[src/rtl/vga_pkg.sv]
// vga_pkg
// Shared definitions for the VGA timing path.
//   - DEF_* : default 640x480@60 timing constants (pixel clock = clk / DEF_DIV)
//   - pattern_t : identifiers of the downstream test-pattern generators
//   - sum4 / H_TOTAL / V_TOTAL : line and frame lengths in pixels / lines
package vga_pkg;

  localparam int DEF_DIV            = 4;
  localparam int DEF_H_VIS          = 640;
  localparam int DEF_H_FP           = 16;
  localparam int DEF_H_SYNC         = 96;
  localparam int DEF_H_BP           = 48;
  localparam int DEF_V_VIS          = 480;
  localparam int DEF_V_FP           = 10;
  localparam int DEF_V_SYNC         = 2;
  localparam int DEF_V_BP           = 33;
  localparam int DEF_FRAMES_PER_PAT = 120;

  typedef enum logic [1:0] {
    PAT_BARS  = 2'd0,
    PAT_RAMP  = 2'd1,
    PAT_GRID  = 2'd2,
    PAT_SOLID = 2'd3
  } pattern_t;

  function automatic int sum4(input int a, input int b, input int c, input int d);
    return a + b + c + d;
  endfunction

  localparam int H_TOTAL = sum4(DEF_H_VIS, DEF_H_FP, DEF_H_SYNC, DEF_H_BP);
  localparam int V_TOTAL = sum4(DEF_V_VIS, DEF_V_FP, DEF_V_SYNC, DEF_V_BP);

endpackage

[src/rtl/vga_timing_ctrl_pix_tick_gen.sv]
// pix_tick_gen
// Divides the system clock into a one-clock-wide pixel-rate enable.
//   clk      : system clock
//   reset_n  : asynchronous active-low reset
//   pix_tick : high for one clock every DIV clocks (when the divider reads DIV-1)
module pix_tick_gen #(
  parameter int DIV = 4
) (
  input  logic clk,
  input  logic reset_n,
  output logic pix_tick
);

  localparam int W = $clog2(DIV);
  localparam logic [W-1:0] DIV_LAST = W'(DIV - 1);

  logic [W-1:0] div_cnt_reg;
  logic [W-1:0] div_cnt_next;

  always_comb begin
    div_cnt_next = div_cnt_reg + W'(1);
    if (div_cnt_reg == DIV_LAST) begin
      div_cnt_next = '0;
    end
  end

  always_ff @(posedge clk or negedge reset_n) begin
    if (!reset_n) begin
      div_cnt_reg <= '0;
    end else begin
      div_cnt_reg <= div_cnt_next;
    end
  end

  assign pix_tick = (div_cnt_reg == DIV_LAST);

endmodule

[src/rtl/vga_timing_ctrl.sv]
// vga_timing_ctrl
// VGA pixel-timing sequencer and frame-synchronous test-pattern scheduler.
//   clk          : system clock
//   reset_n      : asynchronous active-low reset
//   auto_en      : cycle patterns automatically every FRAMES_PER_PAT frames
//   pattern_next : one-clock request to advance the pattern at the next frame wrap
//   pix_tick     : pixel-rate clock enable
//   h_sync       : horizontal sync, active-low
//   v_sync       : vertical sync, active-low
//   DE           : display enable (visible area)
//   x_pixel      : horizontal counter
//   y_pixel      : vertical counter
//   line_start   : one-clock pulse in the cycle the horizontal counter wraps
//   frame_start  : one-clock pulse in the cycle the whole frame wraps
//   pattern_sel  : active pattern (bars, ramp, grid, solid)
module vga_timing_ctrl
  import vga_pkg::*;
#(
  parameter int DIV            = DEF_DIV,
  parameter int H_VIS          = DEF_H_VIS,
  parameter int H_FP           = DEF_H_FP,
  parameter int H_SYNC         = DEF_H_SYNC,
  parameter int H_BP           = DEF_H_BP,
  parameter int V_VIS          = DEF_V_VIS,
  parameter int V_FP           = DEF_V_FP,
  parameter int V_SYNC         = DEF_V_SYNC,
  parameter int V_BP           = DEF_V_BP,
  parameter int FRAMES_PER_PAT = DEF_FRAMES_PER_PAT
) (
  input  logic       clk,
  input  logic       reset_n,
  input  logic       auto_en,
  input  logic       pattern_next,
  output logic       pix_tick,
  output logic       h_sync,
  output logic       v_sync,
  output logic       DE,
  output logic [9:0] x_pixel,
  output logic [9:0] y_pixel,
  output logic       line_start,
  output logic       frame_start,
  output logic [1:0] pattern_sel
);

  localparam int HT = sum4(H_VIS, H_FP, H_SYNC, H_BP);
  localparam int VT = sum4(V_VIS, V_FP, V_SYNC, V_BP);
  localparam logic [9:0] H_LAST  = 10'(HT - 1);
  localparam logic [9:0] V_LAST  = 10'(VT - 1);
  localparam logic [6:0] FC_LAST = 7'(FRAMES_PER_PAT - 1);

  // Per-axis decode constants; index 0 = horizontal, 1 = vertical.
  localparam logic [1:0][9:0] VIS_LIM = {10'(V_VIS), 10'(H_VIS)};
  localparam logic [1:0][9:0] SYNC_LO = {10'(V_VIS + V_FP), 10'(H_VIS + H_FP)};
  localparam logic [1:0][9:0] SYNC_HI = {10'(V_VIS + V_FP + V_SYNC), 10'(H_VIS + H_FP + H_SYNC)};

  logic [9:0] h_cnt_reg, h_cnt_next;
  logic [9:0] v_cnt_reg, v_cnt_next;
  logic [6:0] frame_cnt_reg, frame_cnt_next;
  logic       pending_reg, pending_next;
  pattern_t   pat_reg, pat_next;
  logic       adv;

  logic [1:0][9:0] axis_cnt;
  logic [1:0]      axis_vis;
  logic [1:0]      axis_sync_n;

  pix_tick_gen #(
    .DIV (DIV)
  ) u_pix_tick_gen (
    .clk      (clk),
    .reset_n  (reset_n),
    .pix_tick (pix_tick)
  );

  // ---------------------------------------------------------------------
  // Horizontal / vertical counters
  // ---------------------------------------------------------------------
  assign line_start  = pix_tick && (h_cnt_reg == H_LAST);
  assign frame_start = line_start && (v_cnt_reg == V_LAST);

  always_comb begin
    h_cnt_next = h_cnt_reg;
    v_cnt_next = v_cnt_reg;
    if (pix_tick) begin
      if (h_cnt_reg == H_LAST) begin
        h_cnt_next = '0;
        v_cnt_next = (v_cnt_reg == V_LAST) ? '0 : v_cnt_reg + 10'd1;
      end else begin
        h_cnt_next = h_cnt_reg + 10'd1;
      end
    end
  end

  always_ff @(posedge clk or negedge reset_n) begin
    if (!reset_n) begin
      h_cnt_reg <= '0;
      v_cnt_reg <= '0;
    end else begin
      h_cnt_reg <= h_cnt_next;
      v_cnt_reg <= v_cnt_next;
    end
  end

  // ---------------------------------------------------------------------
  // Sync / visible-area decode, identical structure on both axes
  // ---------------------------------------------------------------------
  assign axis_cnt = {v_cnt_reg, h_cnt_reg};

  for (genvar gi = 0; gi < 2; gi++) begin : g_axis
    assign axis_vis[gi]    = (axis_cnt[gi] < VIS_LIM[gi]);
    assign axis_sync_n[gi] = !((axis_cnt[gi] >= SYNC_LO[gi]) && (axis_cnt[gi] < SYNC_HI[gi]));
  end

  assign DE      = &axis_vis;
  assign h_sync  = axis_sync_n[0];
  assign v_sync  = axis_sync_n[1];
  assign x_pixel = h_cnt_reg;
  assign y_pixel = v_cnt_reg;

  // ---------------------------------------------------------------------
  // Pattern scheduler: all changes are confined to the frame_start cycle so
  // the selector never moves mid-frame. A request arriving in the
  // frame_start cycle itself is honoured immediately rather than latched,
  // and manual + auto in the same frame still advance only once.
  // ---------------------------------------------------------------------
  assign adv = pending_reg || pattern_next || (auto_en && (frame_cnt_reg == FC_LAST));

  always_comb begin
    pat_next       = pat_reg;
    frame_cnt_next = frame_cnt_reg;
    pending_next   = pending_reg || pattern_next;
    if (frame_start) begin
      pending_next = 1'b0;
      if (adv) begin
        pat_next       = pattern_t'(pat_reg + 2'd1);
        frame_cnt_next = '0;
      end else if (auto_en) begin
        frame_cnt_next = frame_cnt_reg + 7'd1;
      end
    end
  end

  always_ff @(posedge clk or negedge reset_n) begin
    if (!reset_n) begin
      pat_reg       <= PAT_BARS;
      frame_cnt_reg <= '0;
      pending_reg   <= 1'b0;
    end else begin
      pat_reg       <= pat_next;
      frame_cnt_reg <= frame_cnt_next;
      pending_reg   <= pending_next;
    end
  end

  assign pattern_sel = pat_reg;

endmodule

[config.mk]
export PLATFORM = sky130hd
export DESIGN_NAME = vga_timing_ctrl
export DESIGN_NICKNAME = d
export VERILOG_FILES = /design/src/rtl/vga_pkg.sv /design/src/rtl/vga_timing_ctrl_pix_tick_gen.sv /design/src/rtl/vga_timing_ctrl.sv
export SDC_FILE = /design/constraint.sdc
export NUM_CORES = 1
export LEC_CHECK = 0
export BUFFER_PORTS_ARGS = -buffer_cell sky130_fd_sc_hd__buf_2
export CORE_MARGIN = 2
export CORE_UTILIZATION = 29
export DETAILED_ROUTE_END_ITERATION = 6
export GPL_TIMING_DRIVEN = 1
export PLACE_DENSITY_LB_ADDON = 0.05
export REMOVE_ABC_BUFFERS = 1
export SLEW_MARGIN = 10
export SYNTH_ARGS = -nofsm -noshare
export SYNTH_HDL_FRONTEND = slang
export SYNTH_HIERARCHICAL = 1
export SYNTH_SLANG_ARGS = --single-unit
export TNS_END_PERCENT = 5
[constraint.sdc]
create_clock -name clk -period 2.75 [get_ports clk]
set_input_delay 0.275 -clock clk [delete_from_list [all_inputs] [get_ports clk]]
set_output_delay 0.275 -clock clk [all_outputs]
set_load 0.005 [all_outputs]
=== After elaboration in Yosys (flattened, before gate mapping) ===
Index checks and enable logic that the tools add are counted.

* Register bits: 32
* Bits of input ports: 4
* Output and inout bits: 28

* Add/subtract/negate cells: 5
* Magnitude comparators: 6
* Equal/unequal tests: 4
* Muxes and demuxes: 6
* Reduce and logical (&&, ||, !) cells: 14

{| class="wikitable"
|+ Operators with widths
! cell !! number
|-
| adder 10 x 1 -> 10 bit, second input constant || 2
|-
| == test 10 bit, second input constant || 2
|-
| < comparator 10 bit, second input constant || 2
|-
| < comparator 10 x 9 -> 1 bit, second input constant || 2
|-
| two-way mux 10 bit || 2
|-
| two-way mux 7 bit || 2
|-
| greater-or-equal comparator 10 bit, second input constant || 1
|-
| greater-or-equal comparator 10 x 9 -> 1 bit, second input constant || 1
|-
| AND reduction 2 bit || 4
|-
| adder 7 x 1 -> 7 bit, second input constant || 1
|-
| == test 7 bit, second input constant || 1
|-
| logical AND 1 bit || 5
|-
| adder 2 x 1 -> 2 bit, second input constant || 2
|-
| == test 2 bit, second input constant || 1
|-
| zero test 1 bit || 2
|-
| logical OR 1 bit || 2
|-
| two-way mux 2 bit || 1
|-
| nonzero test 2 bit || 1
|-
| two-way mux 1 bit || 1
|}

=== Logic depth before layout (Yosys ltp) ===
Gate-level depths: netlist of the first run.

* Word-level depth: 5
* Gate-level depth with buffers: 8

=== Hierarchy ===
The synthesis of the first run kept the hierarchy.

{| class="wikitable"
|+ By module, submodules not included
! module !! instances !! cells an instance !! area each (um2)
|-
| vga_timing_ctrl || 1 || 167 || 1630.3
|-
| pix_tick_gen || 1 || 4 || 66.3
|}

=== Worst setup path after synthesis of the first run ===
Ideal clock, no wire load.

* Path type: register to register
* Start point: reg u_pix_tick_gen.div_cnt_reg[0]
* End point: reg frame_cnt_reg[3]
* Library setup time: 134 ps
* Arrival: 1813 ps
* Data required time: 2616 ps
* Setup slack: 803 ps
* Cell stages (with the launch flop): 7
* Path buffers: 1
* Path through: dfrtp_1 ha_1 nand4_2 or3_1 buf_6 a2111oi_0 o22ai_1

* Word-level cells in the longest chain between the ends: 4

{| class="wikitable"
|+ RTL lines
! what !! RTL line !! text
|-
| start: declaration || vga_timing_ctrl_pix_tick_gen.sv:17 || <nowiki>logic [W-1:0] div_cnt_reg;</nowiki>
|-
| start signal: assignment || vga_timing_ctrl_pix_tick_gen.sv:31 || <nowiki>div_cnt_reg <= div_cnt_next;</nowiki>
|-
| == test 2 bit || vga_timing_ctrl_pix_tick_gen.sv:35 || <nowiki>assign pix_tick = (div_cnt_reg == DIV_LAST);</nowiki>
|-
| net pix_tick || vga_timing_ctrl.sv:34 || <nowiki>output logic pix_tick,</nowiki>
|-
| logical AND 1 bit || vga_timing_ctrl.sv:78 || <nowiki>assign line_start = pix_tick && (h_cnt_reg == H_LAST);</nowiki>
|-
| logical AND 1 bit || vga_timing_ctrl.sv:79 || <nowiki>assign frame_start = line_start && (v_cnt_reg == V_LAST);</nowiki>
|-
| AND reduction 2 bit (no source line) || -- ||
|-
| end signal: assignment || vga_timing_ctrl.sv:150 || <nowiki>frame_cnt_reg <= frame_cnt_next;</nowiki>
|-
| end: declaration || vga_timing_ctrl.sv:58 || <nowiki>logic [6:0] frame_cnt_reg, frame_cnt_next;</nowiki>
|}

The timed path passes the listed nets, and every way through them passes these cells.
A chain may end at the register's enable or synchronous reset.

=== Worst setup path in the final report of the first run ===
* Start point: reg u_pix_tick_gen.div_cnt_reg[0]
* End point: out line_start

* Word-level cells in the longest chain between the ends: 2

{| class="wikitable"
|+ RTL lines
! what !! RTL line !! text
|-
| == test 2 bit || vga_timing_ctrl_pix_tick_gen.sv:35 ||
|-
| logical AND 1 bit || vga_timing_ctrl.sv:78 ||
|-
| end: declaration || vga_timing_ctrl.sv:40 || <nowiki>output logic line_start,</nowiki>
|}

Every way passes these cells.

==> results of run 1 <==
[metrics by stage]
step                instances  total power [uW]  util, %
CTS                       279             891.5    36.18
global route              282             911.8    36.59
floorplan                 165             493.1        -
finish                    282             873.1    36.59
global placement          271             507.4    34.57
detailed placement        271             508.5    34.57
[cell type report]
cell class,instances,area share (%)
Inverter,12,2.209
Sequential cell,32,39.26
Timing Repair Buffer,37,9.816
Clock buffer,8,4.417
Multi-Input combinational cell,121,39.88
Tap cell,72,4.417
[Yosys cell counts (all sizes together) (5+ instances only)]
cell type	instances	area (sq um)
xor2	5	43.79
o21ai	5	25.02
ha	6	75.07
nand4	8	56.30
nand3	16	80.08
xnor2	10	87.58
inv	12	45.04
dfrtp	32	800.8
nor3	7	35.03
nor2	15	56.30
nand2	8	30.03
and3	5	31.28
[critical path, delay by kind of cell, from the launching register on]
family                     cells  cell delay, ns
buffers and inverters          2            0.44
DFF                            1            0.35
and+or+nand+nor                2            0.80
adders and majority gates      1            0.31
[report_power, final]
group | leakage [uW] | switching [uW] | internal [uW]
Sequential | 0.000420 | 4.49 | 475
Clock | 0.0000455 | 171 | 204
Combinational | 0.000474 | 13.3 | 5.43
Total | 0.000939 | 188 | 685
[worst paths after layout]
check | endpoint | slack, ns | cells after the start | startpoint
setup reg to reg | frame_cnt_reg[2]$_DFFE_PN0P_ | 0.42 | 6 | u_pix_tick_gen/div_cnt_reg[0]$_DFF_PN0_
hold / removal | frame_cnt_reg[6]$_DFFE_PN0P_ | 0.06 | 1 | reset_n
hold reg to reg | u_pix_tick_gen/div_cnt_reg[0]$_DFF_PN0_ | 0.43 | 1 | u_pix_tick_gen/div_cnt_reg[0]$_DFF_PN0_
min in group clk | pending_reg$_DFF_PN0_ | 0.28 | 3 | pattern_next
max in group asynchronous | y_pixel[4]$_DFFE_PN0P_ | 2.20 | 1 | reset_n
setup / recovery | line_start | 0.29 | 5 | u_pix_tick_gen/div_cnt_reg[0]$_DFF_PN0_
[layer usage]
layer / part of all wire, % / vias to the layer above / wire length, um / GRT usage, %
met5: 0 / - / 0 / 0
met4: 1.2 / 0 / 51 / 5.424
met3: 5.0 / 5 / 205 / 3.820
met2: 46 / 40 / 1898 / 22.00
met1: 48 / 709 / 1956 / 18.16
li1: - / 689 / - / -
[cell families after synthesis]
group / Yosys count / share of synthesized area (%)
simple gates: 76 / 25.00
flops: 32 / 47.20
compound gates: 19 / 7.743
buf+inv: 18 / 4.867
xor+xnor: 15 / 7.743
fa+ha+maj: 6 / 4.425
mux: 5 / 3.024
==> results.tsv, run 1 <==
metric	value	unit
status	finished clean	
CTS Buf Count	5	
vias per cell	5.117	
Post-synth EDFFs	0	
crit path DAT	2.19	ns
Die H	80.49	um
Row Count	27	
Die X-Extent	80.49	um
Crit. End Element	primary output	
final setup vio count	0	
slew margin rel.	49.41	%
most frequent cells in the layout	dfrtp_1, buf_2, nand3_1	
Max Fclk	0.4064	GHz
Placement Setup Slack	0.3821	ns
Inserted Diodes	0	
clock buffer depth	2	
sequential area share after synthesis	47.20	%
Detailed Route WL	4.111	mm
Total GRT Usage	13.97	%
fin nets	219	
CTS Sinks	32	
largest net degree at the start of global routing	33	
max-slew violations	0	
footprint of the multi-input gates	813.3	sq um
synthesis-stage register bit count	32	
Syn Inst Count	171	
gp weighted congestion	0.7988	
CP required	2.48	ns
Final Instance Area	0.002039	sq mm
final worst slack	0.2892	ns
Worst Max-Slew Pin Slew	0.7588	ns
FF+latch area	800.8	sq um
crit-path cells	ha_1 > nand4_2 > or3_1 > inv_2 > buf_2	
Post-synth top flop	dfrtp_1	
Wirelength per Cell	14.58	um
Port-buffer cells	31	
Avg Inst Size Synth	9.922	sq um
total grt overflow	0	
ANT nets after route	0	
fillers	586	
FFs w/ async S/R, synth	100.0	%
clock skew	0.006837	ns
Placed Area	0.001927	sq mm
Peak VDD IR	0.0001886	V
H-Tree Depth	2	
CP max stage cell	or3_1	
startpoint type of the worst setup path	register	
Fin. Hold Viols	0	
HP Class	in -> async	
number of global-route vias before repair	1429	
clock root buffer	clkbuf_8	
slowest stage delay, CP	0.58	ns
Iter 0 DRT Violations	41	
Core Region	0.005574	sq mm
most common cell after layout, fill and taps aside	dfrtp_1	
Crit Path Class	reg -> out	
die footprint	0.006479	sq mm
Ports	32	
crit share post-route	89.48	%
CTS tree	built	
Starting Density	30.44	%
Synth Cell Area	0.001697	sq mm
Post-CTS Repair Setup Buffers	0	
Hold Slack	0.06209	ns
count of cell types in the netlist	40	
via count	1443	
drt pass-1 iters	5	
first-pass GRT wire length	6.934	mm
clock latency on the worst-skew pair	0.28	ns
warnings from Yosys	6	
initial antenna violation count	0	
setup repair after global routing missed its margin	false	
layout cells sized above 1	22.38	%
setup TNS	0	ns
Resize count post-CTS	0	
maxcap violations	0	
Area Overhead vs Synth	20.21	%
PD cells	428.1	mW/mm^2
CTS Hold Bufs	0	
crit-path max FO	15	
drt drc	0	
Leakage	0.0009393	uW
clk slew on worst S/H paths	0.07	ns
Detail Placement HPWL	2.911	mm
post-layout min period	2.461	ns
No activity file was read; power rests on OpenSTA's default activity.
==> run 2: changes to the inputs <==
- SYNTH_HIERARCHICAL: 1 -> unset
==> run 2 against run 1 <==
Effect of this change:
- count of clock-buffer cells in the layout stayed put
- via count up 1.2%
- routed wire length grew 2.5%
- cell area up 3.1%
- final cell count is 2.8% higher
- power is 0.39% higher
- sequential power barely moved
- synthesized cell count increased by 4.7%
- utilization down 1.1 points
- combinational power down 8%
- largest power group unchanged
==> results.tsv, run 2 <==
metric	value	unit	change
status	finished clean		
FFs w/ async S/R, synth	100.0	%	unchanged
clock buffer depth	2		unchanged
Hold Slack	0.05301	ns	-0.009082 ns
Post-CTS Repair Setup Buffers	0		unchanged
Area Overhead vs Synth	18.71	%	
Post-synth top flop	dfrtp_1		
initial antenna violation count	0		unchanged
CP delay by family, top	simple AND/OR/NAND/NOR gates		
Placement Setup Slack	0.3012	ns	-0.08089 ns
CP max stage cell	or4_4		
max-slew violations	0		unchanged
final worst slack	0.2330	ns	-0.05618 ns
Fin. Hold Viols	0		unchanged
first-pass GRT wire length	6.969	mm	+0.50%
CTS tree	built		
CTS Sinks	32		unchanged
worst r2r src	u_pix_tick_gen.div_cnt_reg[0]$_DFF_PN0_		
Synth Cell Area	0.001772	sq mm	+4.4%
Port-buffer cells	31		unchanged
Comb pwr share	2.0	%	about the same
Avg Inst Size Synth	9.898	sq um	-0.24%
Die X-Extent	82.16	um	+2.1%
slowest stage delay, CP	0.64	ns	+0.06 ns
CTS Buf Count	5		unchanged
startpoint type of the worst setup path	register		
WP buf/inv	3		+1
Crit. End Element	primary output		
H-Tree Depth	2		unchanged
gp weighted congestion	0.7821		-2.1%
reg-to-reg endpoint	frame_cnt_reg[6]$_DFFE_PN0P_		
R2R setup slack	0.54	ns	+0.12 ns
layout cells sized above 1	23.26	%	+0.87 points
Crit. Startpoint	u_pix_tick_gen.div_cnt_reg[0]$_DFF_PN0_		
Sequential Power Share	54.4	%	-0.5 points
Crit Path Class	reg -> out		
Die H	82.16	um	+2.1%
crit-path cells	ha_2 > nand2_1 > or4_4 > inv_4 > nand2_1 > inv_1 > buf_2		
slew margin rel.	49.72	%	+0.31 points
final setup vio count	0		unchanged
Synth top area share	45.20	%	-2.0 points
via count	1461		+1.2%
Starting Density	29.92	%	-0.51 points
Pint	682.0	uW	-0.39%
setup TNS	0	ns	unchanged
setup repair after global routing missed its margin	false		
Detailed Route WL	4.215	mm	+2.5%
Max Fclk	0.3973	GHz	-2.2%
warnings from Yosys	0		-6
P_sw	194.4	uW	+3.2%
CP required	2.48	ns	about the same
Placed Area	0.002008	sq mm	+4.2%
HP Class	in -> async		
Post-synth top cells	dfrtp_1, inv_1, nand2_1, nand3_1, nor2_1		
drt drc	0		unchanged
Wirelength per Cell	14.53	um	-0.30%
crit-path max FO	14		-1
Syn Inst Count	179		+4.7%
PD cells	416.7	mW/mm^2	-2.7%
fillers	635		+8.4%
reg2reg path depth	6		unchanged
clock skew	0.007437	ns	+0.0006000 ns
die footprint	0.006750	sq mm	+4.2%
Crit path top cell by count	nand2_1		
largest area contributor in the netlist	dfrtp_1		
Crit. path cell count	7		+2
total grt overflow	0		unchanged
Peak VDD IR	0.0001557	V	-17%
most frequent cells in the layout	dfrtp_1, buf_2, inv_1, nand2_1, nand3_1		
Inserted Diodes	0		unchanged
Ports	32		unchanged
Core Region	0.005921	sq mm	+6.2%
Row Count	28		+3.7%
most common cell in the netlist	dfrtp_1		
largest net degree at the start of global routing	33		unchanged
Total GRT Usage	13.71	%	-0.26 points
maxcap violations	0		unchanged
most common cell after layout, fill and taps aside	dfrtp_1		
crit share post-route	91.53	%	+2.0 points
Worst Max-Slew Pin Slew	0.7542	ns	-0.004665 ns
fin nets	224		+2.3%
Post-synth EDFFs	0		unchanged
clock latency on the worst-skew pair	0.28	ns	about the same
count of cell types in the netlist	44		+10%
Leakage	0.0009408	uW	+0.16%
Clk pwr share	43.6	%	+0.7 points
Detail Placement HPWL	3.013	mm	+3.5%
Final Core Density	35.52	%	-1.1 points
ANT nets after route	0		unchanged
clock root buffer	clkbuf_8		
synthesis-stage register bit count	32		unchanged
Synth area leaders	dfrtp_1, xnor2_1, ha_1, nand3_1, inv_1		
drt pass-1 iters	4		-1
clk slew on worst S/H paths	0.07	ns	about the same
Final Instance Area	0.002103	sq mm	+3.1%
vias per cell	5.038		-1.5%
Net Sw Frac	22.18	%	+0.61 points
crit path DAT	2.24	ns	+0.05 ns
Iter 0 DRT Violations	90		+120%
number of global-route vias before repair	1403		-1.8%
post-layout min period	2.517	ns	+0.05618 ns
sequential area share after synthesis	45.20	%	-2.0 points
run 2: changes by cell type after synthesis, sizes merged, moves of 3 or more:
| cell | previous run | this run |
|---|---|---|
| a21oi | 1 | 5 |
| o31ai | 0 | 3 |
| o21ai | 5 | 8 |
| nor2 | 15 | 11 |
| o41ai | 0 | 3 |
| and4 | 3 | 0 |
| nand2 | 8 | 13 |
| nand3 | 16 | 12 |
run 2: worst max path at each step:
stage | slack, ns | endpoint
after global routing | 0.08 | frame_start
after CTS | 0.12 | frame_start
after detailed placement | 0.30 | frame_cnt_reg[6]$_DFFE_PN0P_
final | 0.23 | frame_start
after floorplan | 0.65 | frame_cnt_reg[6]$_DFFE_PN0P_
after global placement | 0.42 | frame_start
run 2: area by class of cell:
| cell class | instances | area (sq um) | area share, % |
|---|---|---|---|
| clock buffers | 8 | 90.09 | 4.283 |
| inverters | 14 | 55.05 | 2.617 |
| multi-input cells | 127 | 885.9 | 42.12 |
| well taps | 75 | 93.84 | 4.462 |
| repair buffers | 34 | 177.7 | 8.447 |
| flip-flops and latches | 32 | 800.8 | 38.07 |
run 2: layer usage:
| layer | global-route usage (%) | up-vias | share of wire (%) |
|---|---|---|---|
| met1 | 19.40 | 700 | 50 |
| li1 | - | 720 | - |
| met3 | 2.609 | 6 | 4.5 |
| met5 | 0 | - | 0 |
| met4 | 6.000 | 0 | 1.4 |
| met2 | 20.33 | 35 | 44 |
run 2: worst reg2reg max path: cells and delay by family (launching register included):
kind	cells	cell delay, ns
and+or+nand+nor	3	0.92
AOI/OAI and AO/OA	1	0.37
DFF	1	0.36
adders and majority gates	1	0.29
buffers and inverters	1	0.18
run 2: cell families after synthesis:
group	Yosys count	synth area share, %
muxes	3	1.695
adders and majority gates	6	4.237
buffers and inverters	20	4.943
and+or+nand+nor	75	25.14
AOI/OAI and AO/OA	31	12.85
xor gates and xnor gates	12	5.933
DFF	32	45.20
run 2: per-stage QoR:
stage,std cells,power [uW]
3_5_place_dp,282,504.1
6_report,290,876.4
4_1_cts,290,894.5
2_1_floorplan,173,488.7
3_3_place_gp,282,503.8
5_1_grt,290,917.4
run 2: timing repair:
action | in CTS | in global routing
pin swaps | 0 | 0
endpoints found under the setup margin | 1 | 1
hold buffers | 0 | 0
resized for setup | 1 | 1
run 2: power by group through the flow:
stage / sequential, uW / clock (uW) / combinational (uW)
after global placement: 486 / 0 / 18.2
after floorplan: 485 / 0 / 3.59
after CTS: 477 / 400 / 18.5
after detailed placement: 486 / 0 / 18.6
final: 477 / 383 / 17.2
after global routing: 477 / 420 / 20.4
==> run 3: changes to the inputs <==
- ABC_AREA: unset -> 1
==> run 3 against run 2 <==
Effect of this change:
- routed wire length grew 6.8%
- non-clock buffer count shrank 3
- synthesized area grew 12%
==> results.tsv, run 3 <==
metric	value	unit	change
Post-synth top flop	dfrtp_1		
final setup vio count	0		unchanged
fillers	719		+13%
PD cells	371.9	mW/mm^2	-11%
Synth Area in Compound Gates	3.919	%	-8.9 points
total grt overflow	0		unchanged
startpoint type of the worst setup path	register		
Post-Synth Adder-Cell Area	3.793	%	-0.44 points
CTS Buf Count	5		unchanged
reg2reg path depth	5		-1
warnings from Yosys	0		unchanged
Final Instance Area	0.002312	sq mm	+9.9%
vias per cell	4.454		-12%
maxcap violations	0		unchanged
Ports	32		unchanged
slew margin rel.	49.65	%	-0.068 points
clk slew on worst S/H paths	0.07	ns	about the same
Port-buffer cells	31		unchanged
clock buffer depth	2		unchanged
Hold Slack	0.06334	ns	+0.01034 ns
setup repair after global routing missed its margin	false		
R2R setup slack	1.09	ns	+0.55 ns
Synth top area share	40.46	%	-4.7 points
ANT nets after route	0		unchanged
largest net degree at the start of global routing	33		unchanged
Max Fclk	0.4973	GHz	+25%
Inserted Diodes	0		unchanged
clock skew	0.008788	ns	+0.001351 ns
reg-to-reg endpoint	x_pixel[6]$_DFFE_PN0P_		
via count	1630		+12%
clock latency on the worst-skew pair	0.28	ns	about the same
Placement Setup Slack	1.026	ns	+0.7243 ns
Die H	86.62	um	+5.4%
layout cells sized above 1	19.93	%	-3.3 points
Fin. Hold Viols	0		unchanged
Die X-Extent	86.62	um	+5.4%
crit share post-route	73.13	%	-18 points
HP Class	in -> async		
Peak VDD IR	0.0001654	V	+6.2%
Total GRT Usage	13.58	%	-0.13 points
Area Overhead vs Synth	16.81	%	
post-layout min period	2.011	ns	-0.5060 ns
count of cell types in the netlist	29		-34%
worst r2r src	u_pix_tick_gen.div_cnt_reg[0]$_DFF_PN0_		
H-Tree Depth	2		unchanged
Post-synth top cells	nand2_1, inv_1, dfrtp_1, nor2_1, nand3_1		
Wirelength per Cell	12.30	um	-15%
drt drc	0		unchanged
final worst slack	0.7390	ns	+0.5060 ns
Crit Path Class	reg -> out		
crit-path cells	ha_1 > nand4_1 > nor2_4 > buf_2		
Crit. End Element	primary output		
CP max stage cell	ha_1		
main combinational cell family by area after synthesis	simple AND/OR/NAND/NOR gates		
clock root buffer	clkbuf_8		
Leakage	0.001192	uW	+27%
synthesis-stage register bit count	32		unchanged
Detail Placement HPWL	3.259	mm	+8.2%
CTS tree	built		
crit-path max FO	13		-1
CTS Hold Bufs	0		unchanged
most common cell in the netlist	nand2_1		
gp weighted congestion	0.7247		-7.3%
drt pass-1 iters	4		unchanged
first-pass GRT wire length	8.004	mm	+15%
CP required	2.48	ns	about the same
Iter 0 DRT Violations	88		-2.2%
die footprint	0.007502	sq mm	+11%
Synth area leaders	dfrtp_1, nand2_1, nand3_1, inv_1, nor2_1		
setup TNS	0	ns	unchanged
Row Count	30		+7.1%
Post-synth EDFFs	0		unchanged
max-slew violations	0		unchanged
crit path DAT	1.74	ns	-0.50 ns
simple logic cell fraction of the synthesized area	38.81	%	+14 points
Detailed Route WL	4.500	mm	+6.8%
initial antenna violation count	0		unchanged
Core Region	0.006681	sq mm	+13%
slowest stage delay, CP	0.46	ns	-0.18 ns
Resize count post-CTS	0		-1
CTS Sinks	32		unchanged
post-synthesis mux area share	0	%	-1.7 points
largest area contributor in the netlist	dfrtp_1		
Starting Density	29.63	%	-0.30 points
most common cell after layout, fill and taps aside	nand2_1		
Avg Inst Size Synth	7.949	sq um	-20%
status	finished clean		
sequential area share after synthesis	40.46	%	-4.7 points
FFs w/ async S/R, synth	100.0	%	unchanged
Post-CTS Repair Setup Buffers	0		unchanged
XOR/XNOR Fraction of Synth Area	5.752	%	-0.18 points
Final Core Density	34.61	%	-0.92 points
most frequent cells in the layout	nand2_1, inv_1, dfrtp_1		
Worst Max-Slew Pin Slew	0.7552	ns	+0.001023 ns
Syn Inst Count	249		+39%
fin nets	295		+32%
Synth Cell Area	0.001979	sq mm	+12%
Placed Area	0.002222	sq mm	+11%
number of global-route vias before repair	1629		+16%
[run 3: cell count changes after synthesis, moves of 5 or more]
cell / change
xnor2_1: -8
and3_1: -7
nand3_1: +16
inv_1: +21
nand2_1: +46
nor2_1: +19
xor2_1: +9
nand2_2: +5
[run 3: metal layers]
layer  up-vias  GRT usage (%)  wire [um]
met1       733          20.26       2362
met2        27          19.72       1918
met3         2          3.143        187
met5         -              0          0
li1        868              -          -
met4         0          3.409         31
[run 3: final cells by class]
class	count	area, sq um	share of cell area [%]
Inverter	35	131.4	5.682
Multi-Input combinational cell	180	1035	44.75
Timing Repair Buffer	31	155.1	6.710
Clock buffer	8	90.09	3.896
Sequential cell	32	800.8	34.63
Tap cell	80	100.1	4.329
[run 3: how the worst max path moves through the flow]
stage | from | endpoint | depth (start not counted)
final | u_pix_tick_gen.div_cnt_reg[0]$_DFF_PN0_ | frame_start | 4
after global routing | u_pix_tick_gen.div_cnt_reg[0]$_DFF_PN0_ | frame_start | 4
after CTS | u_pix_tick_gen.div_cnt_reg[0]$_DFF_PN0_ | frame_start | 4
after detailed placement | u_pix_tick_gen.div_cnt_reg[0]$_DFF_PN0_ | frame_start | 4
after global placement | u_pix_tick_gen.div_cnt_reg[0]$_DFF_PN0_ | frame_start | 4
after floorplan | x_pixel[0]$_DFFE_PN0P_ | pattern_sel[0]$_DFFE_PN0P_ | 8
[run 3: critical path: cells and delay by family (launching register included)]
family / cells / cell delay, ns
adder cells (fa/ha/maj): 1 / 0.46
buffers and inverters: 1 / 0.13
flip-flops: 1 / 0.36
AND/OR/NAND/NOR: 2 / 0.51
[run 3: report_power, final]
| part | total, uW | leakage [uW] | switching [uW] | internal, uW |
|---|---|---|---|---|
| Combinational | 11.7 | 0.000719 | 10.1 | 1.61 |
| Sequential | 470 | 0.000428 | 0.00000000000000833 | 470 |
| Clock | 378 | 0.0000455 | 173 | 204 |
| Total | 860 | 0.00119 | 184 | 676 |
[run 3: stage by stage]
stage	power, uW	cells
2_1_floorplan	479.9	247
3_3_place_gp	492.7	358
3_5_place_dp	492.7	358
4_1_cts	880.1	366
5_1_grt	907.1	366
6_report	860.0	366
[run 3: cell families after synthesis]
logic type      after synthesis
fa+ha+maj                     6
compound gates               14
xor+xnor                     13
flops                        32
buf+inv                      37
simple gates                147
